===== src/rtl/exu_longpwbck.sv =====
// Long-pipe write-back/retire: classical loads to the CRF through a one-entry
// register, and per-qubit measurement reports merged per moitf entry for the MRF.
module exu_longpwbck #(
    parameter int XLEN      = 32,
    parameter int RFIDX_W   = 5,
    parameter int QUBIT_NUM = 8
) (
    input  logic                 clk,
    input  logic                 rst_n,
    input  logic                 lsu_rsp_valid,
    output logic                 lsu_rsp_ready,
    input  logic [XLEN-1:0]      lsu_rsp_rdata,
    input  logic                 oitf_empty,
    input  logic [RFIDX_W-1:0]   oitf_ret_rdidx,
    input  logic                 oitf_ret_rdwen,
    output logic                 oitf_ret_ena,
    output logic                 cwbck_o_valid,
    input  logic                 cwbck_o_ready,
    output logic [XLEN-1:0]      cwbck_o_data,
    output logic [RFIDX_W-1:0]   cwbck_o_rdidx,
    input  logic                 moitf_empty,
    input  logic [QUBIT_NUM-1:0] ret_mf,
    output logic                 moitf_ret_ena,
    input  logic                 mcu_i_valid,
    output logic                 mcu_i_ready,
    input  logic [QUBIT_NUM-1:0] mcu_i_qubit,
    input  logic [QUBIT_NUM-1:0] mcu_i_result,
    output logic                 mwbck_o_valid,
    input  logic                 mwbck_o_ready,
    output logic [QUBIT_NUM-1:0] mwbck_o_data,
    output logic [QUBIT_NUM-1:0] mwbck_o_mask,
    output logic                 meas_stray_o
);

    typedef enum logic [1:0] {M_IDLE, M_COLL, M_WB} mstate_e;

    // ---------------- classical path ----------------
    logic                cvld_q;
    logic [XLEN-1:0]     cdata_q;
    logic [RFIDX_W-1:0]  cidx_q;
    logic                lsu_acc;

    assign lsu_rsp_ready = !oitf_empty && (!cvld_q || cwbck_o_ready);
    assign lsu_acc       = lsu_rsp_valid && lsu_rsp_ready;
    assign oitf_ret_ena  = lsu_acc;

    always_ff @(posedge clk or negedge rst_n) begin
        if (!rst_n) begin
            cvld_q  <= 1'b0;
            cdata_q <= '0;
            cidx_q  <= '0;
        end else if (lsu_acc && oitf_ret_rdwen) begin
            cvld_q  <= 1'b1;
            cdata_q <= lsu_rsp_rdata;
            cidx_q  <= oitf_ret_rdidx;
        end else if (cwbck_o_ready) begin
            cvld_q  <= 1'b0;
        end
    end

    assign cwbck_o_valid = cvld_q;
    assign cwbck_o_data  = cdata_q;
    assign cwbck_o_rdidx = cidx_q;

    // ---------------- measurement path ----------------
    mstate_e              state_q;
    logic [QUBIT_NUM-1:0] tgt_q, got_q, mdata_q;
    logic                 stray_q;
    logic [QUBIT_NUM-1:0] hit, stray_bits;

    // Only qubits still owed by the current entry count; anything else is stray.
    assign hit        = mcu_i_qubit & tgt_q & ~got_q;
    assign stray_bits = mcu_i_qubit & ~(tgt_q & ~got_q);

    always_ff @(posedge clk or negedge rst_n) begin
        if (!rst_n) begin
            state_q <= M_IDLE;
            tgt_q   <= '0;
            got_q   <= '0;
            mdata_q <= '0;
            stray_q <= 1'b0;
        end else begin
            stray_q <= 1'b0;
            case (state_q)
                M_IDLE: begin
                    if (!moitf_empty) begin
                        tgt_q   <= ret_mf;
                        got_q   <= '0;
                        mdata_q <= '0;
                        state_q <= (ret_mf == '0) ? M_WB : M_COLL;
                    end
                end
                M_COLL: begin
                    if (mcu_i_valid) begin
                        got_q   <= got_q | hit;
                        mdata_q <= (mdata_q & ~hit) | (mcu_i_result & hit);
                        stray_q <= |stray_bits;
                        if ((got_q | hit) == tgt_q) state_q <= M_WB;
                    end
                end
                M_WB: begin
                    if (mwbck_o_ready) state_q <= M_IDLE;
                end
                default: state_q <= M_IDLE;
            endcase
        end
    end

    assign mcu_i_ready   = (state_q == M_COLL);
    assign mwbck_o_valid = (state_q == M_WB);
    assign mwbck_o_data  = mdata_q;
    assign mwbck_o_mask  = tgt_q;
    assign moitf_ret_ena = (state_q == M_WB) && mwbck_o_ready;
    assign meas_stray_o  = stray_q;

endmodule


===== config.mk =====
export PLATFORM = sky130hd
export DESIGN_NAME = exu_longpwbck
export DESIGN_NICKNAME = d
export VERILOG_FILES = /design/src/rtl/exu_longpwbck.sv
export SDC_FILE = /design/constraint.sdc
export NUM_CORES = 1
export LEC_CHECK = 0
export BUFFER_PORTS_ARGS = -buffer_cell sky130_fd_sc_hd__buf_2
export CORE_MARGIN = 2
export CORE_UTILIZATION = 50
export DETAILED_ROUTE_END_ITERATION = 8
export GPL_TIMING_DRIVEN = 0
export PLACE_DENSITY = 0.85
export SLEW_MARGIN = 5
export SYNTH_ARGS = -nofsm -noshare
export SYNTH_HDL_FRONTEND = slang
export SYNTH_SLANG_ARGS = --single-unit

===== constraint.sdc =====
create_clock -name clk -period 4.28 [get_ports clk]
set_clock_uncertainty 0.15 [all_clocks]
set_input_delay 0.856 -clock clk [delete_from_list [all_inputs] [get_ports clk]]
set_output_delay 0.856 -clock clk [all_outputs]
set_load 0.05 [all_outputs]

==> impl_metrics.env <==
export IMPL_finalSetupTns_ns=0
export IMPL_maxSlewHeadroom=0.469
export IMPL_drive_gt1_frac=0.454
export IMPL_place_congestion=0.939
export IMPL_power_density_mw_per_mm2=632
export IMPL_cts_resized=0
export IMPL_wl_met3_um=410
export IMPL_multi_input_area_mm2=0.00114
export IMPL_utilization=0.687
export IMPL_nets=434
export IMPL_ys_seq_area_frac=0.571
export IMPL_peakVddDrop_v=0.000378
export IMPL_regArea_mm2=0.00163
export IMPL_grt_total_usage=0.203
export IMPL_synth_warnings=0
export IMPL_cts_sinks=65
export IMPL_numPortBuffers=129
export IMPL_crit_path_start_kind="input port"
export IMPL_worstMarginPinSlew_ns=0.796
export IMPL_num_antenna_cells=0
export IMPL_htreeDepth=3
export IMPL_fmaxAchievable_ghz=0.397
export IMPL_hold_buffers=0
export IMPL_yosys_cell_count_top_type="dfrtp_1"
export IMPL_grt_max_degree=66
export IMPL_ant_nets=0
export IMPL_ys_ff_latch=65
export IMPL_hold_viol_final=0
export IMPL_cts_setup_buffers=0
export IMPL_yosys_area_top_type="dfrtp_1"
export IMPL_clkTransAtPathRegs_ns=0.07
export IMPL_finalMaxSlewViolations=0
export IMPL_routed_top_layer="met4"
export IMPL_antenna_found_initial=0
export IMPL_synth_cells=224
export IMPL_netlist_area_leader_share=0.571
export IMPL_drc_errors=0
export IMPL_overflow=0
export IMPL_required_ns=3.27
export IMPL_end_kind="primary output"
export IMPL_stdcell_area_mm2=0.00378
export IMPL_grt_pass1_wl_um=9960
export IMPL_avgSynthCellArea_um2=12.7
export IMPL_core_mm2=0.00551
export IMPL_die_w_um=79.5
export IMPL_clock_path_buffers=2
export IMPL_synth_cell_types=40
export IMPL_initial_core_util=0.518
export IMPL_cellLeakagePower_nw=1.88
export IMPL_cts_tree="yes"
export IMPL_synth_area_top_cells="dfrtp_1 57%, mux2_1 13%, mux2_2 5.1%"
export IMPL_hp_class="flop to flop"
export IMPL_vias=2281
export IMPL_min_period_ns=2.52
export IMPL_setup_viol=0
export IMPL_syn_cell_area_mm2=0.00285
export IMPL_worst_skew_pair_late_latency_ns=0.32
export IMPL_first_pass_iters=4
export IMPL_synthesis_nets=294
export IMPL_cts_buffers=9
export IMPL_vias_per_cell=5.18
export IMPL_rsz0062_at_grt="no"
export IMPL_fin_crit_sh=0.589
export IMPL_outcome="complete, no violations"
export IMPL_met2_length_um=3180
export IMPL_io_pins=130
export IMPL_rows=27
export IMPL_syn_to_final_growth_pct=32.7
export IMPL_clock_root_buffer="clkbuf_8"
export IMPL_grt_pass1_vias=2189
export IMPL_worst_setup_path_type="input port to primary output"
export IMPL_cap_violations=0
export IMPL_wl_um=6350
export IMPL_critPathArrivalTime_ns=1.51
export IMPL_worstPathMaxFanout=3
export IMPL_hpwl_um=4840
export IMPL_routedWlPerCell_um=14.4
export IMPL_synthTopCellsByCount="65 x dfrtp_1, 32 x mux2_1, 13 x mux2_2"
export IMPL_met1_length_um=2690
export IMPL_fp_dieArea_mm2=0.00632
export IMPL_dieHeight_um=79.5
export IMPL_drtIter0Drc=87
export IMPL_post_dp_cell_area_mm2=0.00359
export IMPL_ys_flop_type="dfrtp_1"
export IMPL_async_flop_share=1.00
export IMPL_synth_edf_count=0
export IMPL_fillers=427
-- path summary, 6_finish.rpt --
path | depth (start not counted) | slack (ns) | from | end
min in group asynchronous | 1 | 0.48 | rst_n | cwbck_o_data[0]
worst min register to register | 1 | 0.33 | cwbck_o_rdidx[3] | cwbck_o_rdidx[3]
worst max register to register | 4 | 2.53 | mwbck_o_mask[7] | state_q[0]
worst max-delay path | 5 | 1.76 | cwbck_o_ready | oitf_ret_ena
worst min-delay path | 1 | 0.33 | cwbck_o_rdidx[3] | cwbck_o_rdidx[3]
max in group asynchronous | 1 | 2.99 | rst_n | mwbck_o_mask[6]
-- registers in the layout, indices dropped and copies added (netlist names) --
| signal | count |
|---|---|
| cwbck_o_data | 32 |
| cwbck_o_rdidx | 5 |
| cwbck_o_valid | 1 |
| got_q | 8 |
| meas_stray_o | 1 |
| mwbck_o_data | 8 |
| mwbck_o_mask | 8 |
| state_q | 2 |
-- critical path: stages --
cell and delay, ns:
buf_2 0.09, inv_2 0.03, a21oi_2 0.15, and2_1 0.13, buf_2 0.25
-- layout make-up --
class | instances | area share
flip-flops and latches | 65 | 0.430
multi-input cells | 142 | 0.301
repair buffers | 129 | 0.171
clock buffers | 12 | 0.0410
well taps | 72 | 0.0238
plain buffers | 8 | 0.0139
clock inverters | 3 | 0.0106
inverters | 9 | 0.00893
-- report_power, final --
| part | switching (mW) | leakage, nW | internal (mW) | total [mW] |
|---|---|---|---|---|
| clock | 0.211 | 0.102 | 0.296 | 0.507 |
| combinational | 0.717 | 1.01 | 0.283 | 1.00 |
| sequential | 0.119 | 0.766 | 0.766 | 0.885 |
-- logic make-up (layout without fill, tap and decap cells) --
family / after synthesis / count (layout) / share of synthesized area
and+or+nand+nor: 60 / 60 / 0.133
DFF: 65 / 65 / 0.571
AOI/OAI and AO/OA: 37 / 37 / 0.0878
buffers and inverters: 17 / 161 / 0.0303
muxes: 45 / 45 / 0.178
-- per-layer routing --
metal	up-vias	global-route usage
met3	9	0.0419
li1	1102	-
met5	-	0
met2	83	0.337
met1	1087	0.261
met4	0	0.0776
-- placed cells by master, fill, tap and decap left out, types with 7 or more instances in the layout --
master and n:
a21oi_1 8, or2b_1 9, dfrtp_1 65, a31oi_1 7
buf_2 131, clkbuf_8 11, mux2_1 32, mux2_2 13
nor2_1 7, inv_1 8
-- stage by stage --
stage	power [mW]	hold WS [ns]	worst slack (ns)	instances
3_5_place_dp	1.90	0.325	1.76	425
4_1_cts	2.41	0.341	1.76	440
5_1_grt	2.50	0.351	1.71	440
3_3_place_gp	1.87	0.318	1.77	425
6_report	2.39	0.334	1.76	440
2_1_floorplan	1.62	0.343	1.37	224
Power figures use the tool's default switching activity.
